### src/rtl/vga_stream_gen.sv
// Video timing generator and pixel serialiser: pulls packed pixel words over valid/ready,
// expands RGB332/RGB565 to 8-bit RGB, and produces registered syncs, blank and a frame pulse.
module vga_stream_gen #(
  parameter int C_h_visible  = 640,
  parameter int C_h_front    = 16,
  parameter int C_h_sync     = 96,
  parameter int C_h_back     = 48,
  parameter int C_v_visible  = 480,
  parameter int C_v_front    = 10,
  parameter int C_v_sync     = 2,
  parameter int C_v_back     = 33,
  parameter int C_h_sync_pol = 0,
  parameter int C_v_sync_pol = 0,
  parameter int C_bpp        = 8,
  parameter int C_word_bits  = 32,
  parameter int C_dbl_x      = 0
) (
  input  logic                   clk_pixel,
  input  logic                   reset,
  input  logic                   test_mode,
  input  logic [C_word_bits-1:0] data_in,
  input  logic                   data_valid,
  output logic                   data_ready,
  output logic [7:0]             vga_r,
  output logic [7:0]             vga_g,
  output logic [7:0]             vga_b,
  output logic                   vga_hsync,
  output logic                   vga_vsync,
  output logic                   vga_blank,
  output logic                   frame_start,
  output logic [15:0]            underflow_cnt
);

  localparam int H_TOTAL = C_h_visible + C_h_front + C_h_sync + C_h_back;
  localparam int V_TOTAL = C_v_visible + C_v_front + C_v_sync + C_v_back;
  localparam int PPW     = C_word_bits / C_bpp;
  localparam int BAR_W   = C_h_visible / 8;
  localparam int HW      = $clog2(H_TOTAL + 1);
  localparam int VW      = $clog2(V_TOTAL + 1);
  localparam int PW      = (PPW > 1) ? $clog2(PPW) : 1;
  localparam int BW      = (BAR_W > 1) ? $clog2(BAR_W) : 1;

  localparam logic [HW-1:0] H_VIS  = HW'(C_h_visible);
  localparam logic [HW-1:0] H_LAST = HW'(H_TOTAL - 1);
  localparam logic [HW-1:0] HS_BEG = HW'(C_h_visible + C_h_front);
  localparam logic [HW-1:0] HS_END = HW'(C_h_visible + C_h_front + C_h_sync);
  localparam logic [VW-1:0] V_VIS  = VW'(C_v_visible);
  localparam logic [VW-1:0] V_LAST = VW'(V_TOTAL - 1);
  localparam logic [VW-1:0] VS_BEG = VW'(C_v_visible + C_v_front);
  localparam logic [VW-1:0] VS_END = VW'(C_v_visible + C_v_front + C_v_sync);
  localparam logic [PW-1:0] P_LAST = PW'(PPW - 1);
  localparam logic [BW-1:0] B_LAST = BW'(BAR_W - 1);
  localparam logic          HS_ON  = 1'(C_h_sync_pol);
  localparam logic          VS_ON  = 1'(C_v_sync_pol);

  logic [HW-1:0]          cx;
  logic [VW-1:0]          cy;
  logic                   ph;
  logic [PW-1:0]          pi;
  logic [BW-1:0]          bar_cnt;
  logic [2:0]             bar_idx;
  logic                   tm_q;
  logic                   miss_q;
  logic [C_word_bits-1:0] sh;

  logic                   visible, hs_act, vs_act, tm_line, fetch, ph_last;
  logic [C_bpp-1:0]       pix;
  logic [7:0]             px_r, px_g, px_b;

  // Handshake: a word transfers on any cycle with data_valid && data_ready; data_ready is
  // raised only at the first clock of each word slot, and a missing word is never retried.
  always_comb begin
    visible = (cx < H_VIS) && (cy < V_VIS);
    hs_act  = (cx >= HS_BEG) && (cx < HS_END);
    vs_act  = (cy >= VS_BEG) && (cy < VS_END);
    tm_line = (cx == '0) ? test_mode : tm_q;
    ph_last = (C_dbl_x != 0) ? ph : 1'b1;
    fetch   = !reset && visible && !tm_line && (pi == '0) && !ph;
    pix     = '0;
    if (fetch) begin
      if (data_valid) pix = data_in[C_bpp-1:0];
    end else if (!miss_q) begin
      pix = sh[C_bpp-1:0];
    end
  end

  assign data_ready = fetch;

  if (C_bpp == 16) begin : g_rgb565
    always_comb begin
      px_r = {pix[15:11], pix[15:13]};
      px_g = {pix[10:5], pix[10:9]};
      px_b = {pix[4:0], pix[4:2]};
    end
  end else begin : g_rgb332
    always_comb begin
      px_r = {pix[7:5], pix[7:5], pix[7:6]};
      px_g = {pix[4:2], pix[4:2], pix[4:3]};
      px_b = {4{pix[1:0]}};
    end
  end

  always_ff @(posedge clk_pixel) begin
    if (reset) begin
      cx            <= '0;
      cy            <= '0;
      ph            <= 1'b0;
      pi            <= '0;
      bar_cnt       <= '0;
      bar_idx       <= '0;
      tm_q          <= 1'b0;
      miss_q        <= 1'b0;
      sh            <= '0;
      underflow_cnt <= '0;
      vga_r         <= '0;
      vga_g         <= '0;
      vga_b         <= '0;
      vga_blank     <= 1'b1;
      vga_hsync     <= ~HS_ON;
      vga_vsync     <= ~VS_ON;
      frame_start   <= 1'b0;
    end else begin
      tm_q <= tm_line;
      // Slot and bar counters restart at every line so they stay aligned to cx.
      if (cx == H_LAST) begin
        cx      <= '0;
        cy      <= (cy == V_LAST) ? '0 : cy + 1'b1;
        ph      <= 1'b0;
        pi      <= '0;
        bar_cnt <= '0;
        bar_idx <= '0;
      end else begin
        cx <= cx + 1'b1;
        if (C_dbl_x != 0) ph <= ~ph;
        if (ph_last) pi <= (pi == P_LAST) ? '0 : pi + 1'b1;
        if (bar_cnt == B_LAST) begin
          bar_cnt <= '0;
          bar_idx <= bar_idx + 3'd1;
        end else begin
          bar_cnt <= bar_cnt + 1'b1;
        end
      end

      // Pixel 0 of a fetched word goes straight out, so the register holds the word
      // already advanced when the first pixel lasts only one clock.
      if (fetch) begin
        sh     <= ph_last ? (data_in >> C_bpp) : data_in;
        miss_q <= !data_valid;
        if (!data_valid && underflow_cnt != 16'hFFFF) underflow_cnt <= underflow_cnt + 16'd1;
      end else if (ph_last) begin
        sh <= sh >> C_bpp;
      end

      vga_blank   <= !visible;
      vga_hsync   <= hs_act ? HS_ON : ~HS_ON;
      vga_vsync   <= vs_act ? VS_ON : ~VS_ON;
      frame_start <= (cx == '0) && (cy == '0);
      if (!visible) begin
        vga_r <= '0;
        vga_g <= '0;
        vga_b <= '0;
      end else if (tm_line) begin
        vga_r <= {8{bar_idx[2]}};
        vga_g <= {8{bar_idx[1]}};
        vga_b <= {8{bar_idx[0]}};
      end else begin
        vga_r <= px_r;
        vga_g <= px_g;
        vga_b <= px_b;
      end
    end
  end

endmodule
### config.mk
export PLATFORM = sky130hd
export DESIGN_NAME = vga_stream_gen
export DESIGN_NICKNAME = d
export VERILOG_FILES = /design/src/rtl/vga_stream_gen.sv
export SDC_FILE = /design/constraint.sdc
export NUM_CORES = 1
export LEC_CHECK = 0
export ABC_AREA = 1
export CORE_AREA = 2 2 87 89
export CTS_BUF_LIST = sky130_fd_sc_hd__clkbuf_4
export CTS_CLUSTER_DIAMETER = 100
export DETAILED_ROUTE_END_ITERATION = 7
export DIE_AREA = 0 0 89 91
export GPL_TIMING_DRIVEN = 0
export PLACE_DENSITY = 0.87
export RECOVER_POWER = 50
export SYNTH_ARGS = -nofsm -noshare
export SYNTH_HDL_FRONTEND = slang
export SYNTH_SLANG_ARGS = --single-unit
export TNS_END_PERCENT = 10
### constraint.sdc
create_clock -name clk_pixel -period 3.9 [get_ports clk_pixel]
set_clock_uncertainty 0.1 [all_clocks]
set_input_delay 0.39 -clock clk_pixel [delete_from_list [all_inputs] [get_ports clk_pixel]]
set_output_delay 0.39 -clock clk_pixel [all_outputs]
set_load 0.005 [all_outputs]
; ---- Word-level counts from Yosys, hierarchy flattened
; Index checks and enable logic that the tools add are counted.
[totals]
reg_bits = 110
in_bits = 36
output_inout_bits = 45
word_cells = 65
[classes]
n_addsub = 6
order_cmp = 6
eq_ne = 5
muxes = 11
bitwise = 1
reduce_logical = 20
[ops]
columns = cell, count
row1 = two-way mux 8 bit, 6
row2 = two-way mux 24 bit, 1
row3 = "adder 10 x 1 -> 10 bit, second input constant", 2
row4 = "equality test 10 bit, second input constant", 2
row5 = zero test 10 bit, 2
row6 = "less-than comparator 10 bit, second input constant", 2
row7 = "less-than comparator 10 x 9 -> 1 bit, second input constant", 2
row8 = "adder 16 x 1 -> 16 bit, second input constant", 1
row9 = "inequality test 16 bit, second input constant", 1
row10 = "greater-or-equal comparator 10 bit, second input constant", 1
row11 = "greater-or-equal comparator 10 x 9 -> 1 bit, second input constant", 1
row12 = two-way mux 10 bit, 1
row13 = logical AND 1 bit, 8
row14 = "adder 7 x 1 -> 7 bit, second input constant", 1
row15 = "equality test 7 bit, second input constant", 1
row16 = OR reduction 3 bit, 2
row17 = zero test 1 bit, 4
row18 = OR reduction 2 bit, 2
row19 = "adder 3 x 1 -> 3 bit, second input constant", 1
row20 = two-way mux 1 bit, 3
row21 = "adder 2 x 1 -> 2 bit, second input constant", 1
row22 = "equality test 2 bit, second input constant", 1
row23 = zero test 2 bit, 1
row24 = AND reduction 2 bit, 1
row25 = NOT 1 bit, 1

; ---- Longest topological paths before layout
; Gate-level depths: netlist of run 1.
[depth]
ltp_word = 7
depth_mapped = 11
ltp_nobuf = 10

; ---- Worst setup path after synthesis of run 1
; Ideal clock, no wire load.
[synth_path]
path_type = flip-flop to output port
startpoint = register cx[0]
endpoint = output data_ready
arrival_ns = 1.311
t_required_ns = 3.410
path_slack_ns = 2.099
path_stages_with_launch = 10
n_path_buf = 1
path_cell_list = dfxtp_1 inv_1 ha_1 nand3_1 inv_1 nand3_2 nand2_4 nand2_4 inv_4 buf_8
[synth_between]
elab_chain_cells = 5
word_cells_on_any_way = 8
classes_between = order compare (1) / mux (1) / reduce/logical (6)
[synth_rtl]
columns = item, line_no
row1 = from (decl), 56  ; logic [HW-1:0] cx;
row2 = from (signal assigned), 133  ; cx <= cx + 1'b1;
row3 = less-than comparator 10 bit or zero test 10 bit (tied branches), "73, 76"
row4 = logical AND 1 bit or two-way mux 1 bit (tied branches), "73, 76"
row5 = logical AND 1 bit or zero test 1 bit (tied branches), 78  ; fetch = !reset && visible && !tm_line && (pi == '0) && !ph;
row6 = logical AND 1 bit (*) (2 in series), 78
row7 = to (decl), 23  ; output logic data_ready,
; Mark *: on every way between the ends. The rest lies on a longest branch, timed or not.

; ---- Worst setup path in the final report of run 1
; Same ends and word-level chain as after synthesis.

==> reports/results.tsv, run 1 <==
metric	value	unit
seq_area_frac_synth	0.422	
die_w	89	um
gp_congestion	0.915	
grt_pass1_wl	15100	um
cts_setup_buffers	0	
drt_iter0_markers	116	
cts-resized-gates	0	
place_area	5000	um2
yosys.cell_types.count	38	
final.setup.tns	0	ns
synth_area_leaders	dfxtp_1 (42%), nand2_1 (12%), nor2_1 (6.9%)	
port_buffers	79	
hold_path_class	input pin to flip-flop	
first_global_vias	3497	
wl_per_cell	12.0	um
syn-num-nets	597	
fmax	305	MHz
report.final.slew_viol_count	0	
core_region_area	7140	um2
synthTopCellsByCount	nand2_1 (127), dfxtp_1 (86), nor2_1 (75)	
grt_max_degree	16	
ir_worst_vdd	219	uV
layout_setup_ws	0.618	ns
synth.most_common_cell	nand2_1	
path_class	flip-flop to output pin	
antenna_cells	0	
area_delta_synth_final	25.6	%
drive_gt1_frac	0.105	
syn_area_per_cell	7.40	um2
finalHoldViolations	0	
p_leak	0.00209	uW
cts_root_buf	clkbuf_4	
antenna_found_initial	0	
cts_hold_buf	0	
start_kind	flip-flop	
via_count	3712	
synth_warnings	0	
synth_flop_cell	dfxtp_1	
async_flop_share	0	
die_h	91	um
cts_buffers	9	
power_density	348	nW/um2
synth-seq-cells	86	
grtUsageTotal	0.233	
worst_pin_slew	0.637	ns
clock_sinks	86	
cts_tree	done	
path_clk_slew	0.14	ns
pin_count	81	
path_max_fanout	10	
die_area	8100	um2
synth_cells	552	
period_minus_slack	3.28	ns
worst_ep_arrival_time	2.79	ns
drcViolationCount	0	
dp_slack	0.992	ns
ant_nets	0	
fin_nets	687	
gr-total-overflow	0	
period_share	0.842	
rsz0062_at_grt	no	
dp_hpwl	6770	um
wl	8930	um
cap_violations	0	
netlist.area_leader.share	0.422	
cp.required	3.41	ns
max_slew_margin	0.575	
setup_violations	0	
htreeDepth	3	
end_kind	output pin	
clock_path_buffers	2	
via_per_inst	4.98	
yosys.area.top_type	dfxtp_1	
rows	31	
start_util	0.572	
final_util	0.719	
insertion_delay	0.44	ns
design_area	5130	um2
status	finished, final reports clean	
synth-edff-count	0	
synth_area	4080	um2
first_pass_iters	5	
[per-stage QoR]
step	power, uW	hold WS (ns)	instances
floorplan	1110	0.318	552
global placement	1210	0.329	730
detailed placement	1220	0.337	730
CTS	1800	0.345	746
global route	1850	0.346	746
finish	1780	0.354	746
[worst max-delay path, stage by stage, from the launching register on]
cell and delay [ns]:
dfxtp_1 0.36, inv_1 0.06, ha_1 0.14, nand3_1 0.19, inv_1 0.12, nand3_1 0.21, nand2_4 0.20, nand2_1 0.21
inv_4 0.17, buf_8 0.16, clkdlybuf4s50_1 0.51
[layout by cell type, fill, tap and decap left out, types with 2 or more instances in the layout]
cell type	instances
nand4_1	14
a21oi_1	36
nand3_1	32
xnor2_1	3
inv_6	2
nand2_2	9
dfxtp_1	86
ha_1	9
o21a_1	2
buf_4	17
clkbuf_4	10
nand3b_1	2
xor2_1	14
buf_2	2
nand2_4	2
nand2_1	128
bufinv_16	2
or2_2	2
o21ai_0	13
dlygate4sd3_1	31
nor3b_1	3
nor2_1	77
o21ai_1	4
nor2_2	4
clkbuf_1	7
nor3_1	8
nor4_1	2
inv_1	53
a21oi_2	9
clkdlybuf4s50_1	48
buf_1	2
inv_4	2
[sequential cells by signal, summed over array words and instances (netlist names), 2 cells and up]
register       count
sh                24
underflow_cnt     16
cx                10
cy                10
bar_cnt            7
bar_idx            3
vga_g              3
vga_r              3
pi                 2
vga_b              2
[cell families after synthesis]
group,count (synthesis),share of synthesized area
AND/OR/NAND/NOR,286,0.312
AO/OA/AOI/OAI,68,0.0980
flip-flops,86,0.422
adder cells (fa/ha/maj),9,0.0276
XOR/XNOR,17,0.0365
buffers and inverters,86,0.104
[routing by layer]
metal | track usage | vias to the layer above | part of all wire
met1 | 0.289 | 1658 | 0.44
li1 | - | 1923 | -
met2 | 0.397 | 123 | 0.49
met3 | 0.0573 | 8 | 0.062
met4 | 0.0672 | 0 | 0.010
met5 | 0 | - | 0
[cell type report]
cell class | count | area (um2)
Clock buffer | 10 | 75.1
Inverter | 56 | 215
Multi-Input combinational cell | 380 | 1910
Timing Repair Buffer | 79 | 791
Clock inverter | 6 | 91.3
Buffer | 30 | 198
Tap cell | 99 | 124
Fill cell | 597 | 2010
Sequential cell | 86 | 1720
[worst paths after layout]
kind | slack, ns | from | endpoint | cells after the start
worst max-delay path | 0.62 | cx[0] | data_ready | 10
worst min-delay path | 0.35 | data_in[25] | sh[17] | 3
worst max register to register | 1.50 | cx[0] | miss_q | 10
worst min register to register | 0.36 | sh[13] | sh[5] | 2
[power breakdown]
| group | leakage [uW] | internal [uW] | switching, uW | total [uW] |
|---|---|---|---|---|
| Combinational | 0.00130 | 120 | 131 | 251 |
| Clock | 0.0000914 | 272 | 321 | 593 |
| Sequential | 0.000699 | 917 | 21.7 | 939 |
| Total | 0.00209 | 1310 | 474 | 1780 |
Power figures use the tool's default switching activity.
==> inputs of run 2 (changes only) <==
--- a/config.mk
+++ b/config.mk
@@ -6,13 +6,13 @@
 export NUM_CORES = 1
 export LEC_CHECK = 0
 export ABC_AREA = 1
-export CORE_AREA = 2 2 87 89
+export CORE_AREA = 2 2 91 93
 export CTS_BUF_LIST = sky130_fd_sc_hd__clkbuf_4
 export CTS_CLUSTER_DIAMETER = 100
 export DETAILED_ROUTE_END_ITERATION = 7
-export DIE_AREA = 0 0 89 91
+export DIE_AREA = 0 0 93 95
 export GPL_TIMING_DRIVEN = 0
-export PLACE_DENSITY = 0.87
+export PLACE_DENSITY = 0.81
 export RECOVER_POWER = 50
 export SYNTH_ARGS = -nofsm -noshare
 export SYNTH_HDL_FRONTEND = slang
==> constraint.sdc (replaced) <==
create_clock -name clk_pixel -period 3.2 [get_ports clk_pixel]
set_clock_uncertainty 0.1 [all_clocks]
set_input_delay 0.32 -clock clk_pixel [delete_from_list [all_inputs] [get_ports clk_pixel]]
set_output_delay 0.32 -clock clk_pixel [all_outputs]
set_load 0.005 [all_outputs]
==> run 2 against run 1 <==
Against the previous run: final area hardly changed; non-clock buffer count stayed put; clock power is 7.4% higher; cell count is 0.80% higher; via count is 0.43% higher; critical path depth stayed put; core utilization is 7.1 points lower; first-iteration DRC count is 21% higher; hold slack worse by 0.060 ns.
==> reports/results.tsv, run 2 (synthesized netlist as in run 1, its figures left out) <==
metric	value	unit	change
cts-resized-gates	0		unchanged
layout_commonest_cell	nand2_1		
p_comb_frac	0.148		+0.007
end_kind	output pin		
finalHoldViolations	0		unchanged
gr-total-overflow	0		unchanged
p_total	2090	uW	+17%
clock_sinks	86		unchanged
first_global_vias	3438		-1.7%
gp_congestion	0.935		+2.2%
hold_path_class	input pin to flip-flop		
die_w	93	um	+4.5%
die_area	8840	um2	+9.1%
most-common-layout-cells	nand2_1 (127), dfxtp_1 (86), nor2_1 (77)		
slowest_stage	clkdlybuf4s50_1		
antenna_found_initial	0		unchanged
seqPwrFrac	0.547		+0.021
crit_chain	inv_1 -> ha_1 -> nand3_1 -> inv_1 -> nand3_2 -> nand2_4 -> nand2_4 -> inv_4 -> buf_8 -> clkdlybuf4s50_1		
cap_violations	0		unchanged
rsz0062_at_grt	no		
cp_num_buf_inv	5		unchanged
antenna_cells	0		unchanged
insertion_delay	0.42	ns	-0.02 ns
fin_nets	687		unchanged
slowest_delay	0.51	ns	about the same
p_leak	0.00213	uW	+2.1%
reg.largest.list	sh x24, underflow_cnt x16		
hold_ws	0.295	ns	-0.0597 ns
pin_count	81		unchanged
p_sw	574	uW	+21%
report.final.slew_viol_count	0		unchanged
max_slew_margin	0.542		-0.0331
path_clk_slew	0.14	ns	about the same
rows	33		+6.5%
htreeDepth	3		unchanged
path_class	flip-flop to output pin		
grt_max_degree	16		unchanged
cts_setup_buffers	0		unchanged
grtUsageTotal	0.207		-0.0257
design_area	5130	um2	about the same
place_area	5010	um2	+0.15%
wl	9020	um	+1.0%
status	finished, final reports clean		
p_int	1520	uW	+16%
area_delta_synth_final	25.7	%	about the same
cp.required	2.78	ns	-0.63 ns
cts_hold_buf	0		unchanged
dp_hpwl	6910	um	+2.1%
start_kind	flip-flop		
worst_ep_arrival_time	2.57	ns	-0.22 ns
drcViolationCount	0		unchanged
start_util	0.515		-0.0571
path_max_fanout	10		unchanged
power.share.clock	0.304		-0.029
period_share	0.933		
ir_worst_vdd	237	uV	+8.4%
grt_pass1_wl	14800	um	-2.1%
drt_iter0_markers	140		+21%
fill_cells	715		+20%
cts_buffers	9		unchanged
largest_register_ffs	24		unchanged
cts_tree	done		
cts_root_buf	clkbuf_4		
first_pass_iters	4		-1
final.setup.tns	0	ns	unchanged
via_per_inst	4.96		-0.37%
die_h	95	um	+4.4%
setup_violations	0		unchanged
wl_per_cell	12.0	um	+0.19%
ant_nets	0		unchanged
core_region_area	7930	um2	+11%
power_density	408	nW/um2	+17%
largest_register	sh		
clock_path_buffers	2		unchanged
via_count	3728		+0.43%
port_buffers	79		unchanged
switching_share	0.274		+0.00841
period_minus_slack	2.99	ns	
fmax	335	MHz	
drive_gt1_frac	0.110		+0.00464
worst_pin_slew	0.687	ns	+0.0496 ns
crit_family	buffers and inverters		
## run 2: changes by cell type in the layout (fill, tap and decap cells not counted), sizes merged
cell and change:
clkdlybuf4s50 -13, dlygate4sd3 +13, bufinv -1, clkinvlp +1
## run 2: metrics by stage
step           utilization  cells  worst slack (ns)
2_1_floorplan            -    552              1.47
3_3_place_gp         0.631    736             0.414
3_5_place_dp         0.631    736             0.396
4_1_cts              0.650    752             0.196
5_1_grt              0.648    752            0.0267
6_report             0.648    752             0.214
## run 2: final timing paths
path	end	slack, ns	from	cells after the start
hold / removal	sh[23]	0.29	data_in[31]	3
setup reg to reg	sh[14]	0.98	cx[0]	10
hold reg to reg	sh[3]	0.35	sh[11]	2
setup / recovery	data_ready	0.21	cx[0]	10
## run 2: worst min-delay path: stages
cell	delay (ns)
clkdlybuf4s50_1	0.39
inv_1	0.05
nor2_1	0.03
## run 2: layout make-up
| type | instances | area [um2] | area share |
|---|---|---|---|
| plain buffers | 30 | 205 | 0.0400 |
| clock buffers | 10 | 75.1 | 0.0146 |
| clock inverters | 6 | 68.8 | 0.0134 |
| inverters | 56 | 215 | 0.0419 |
| multi-input cells | 380 | 1930 | 0.375 |
| flip-flops and latches | 86 | 1720 | 0.335 |
| well taps | 105 | 131 | 0.0256 |
| repair buffers | 79 | 791 | 0.154 |
## run 2: power by group through the flow
| stage | Clock [uW] | Combinational [uW] | Sequential, uW |
|---|---|---|---|
| floorplan | 0 | 190 | 1160 |
| detailed placement | 0 | 322 | 1170 |
| global placement | 0 | 312 | 1170 |
| finish | 637 | 311 | 1150 |
| CTS | 642 | 324 | 1150 |
| global route | 688 | 347 | 1150 |
## run 2: layer usage
| metal | vias up | part of all wire | GRT usage |
|---|---|---|---|
| li1 | 1923 | - | - |
| met1 | 1694 | 0.44 | 0.251 |
| met2 | 99 | 0.51 | 0.374 |
| met3 | 12 | 0.048 | 0.0399 |
| met4 | 0 | 0.011 | 0.0600 |
| met5 | - | 0 | 0 |
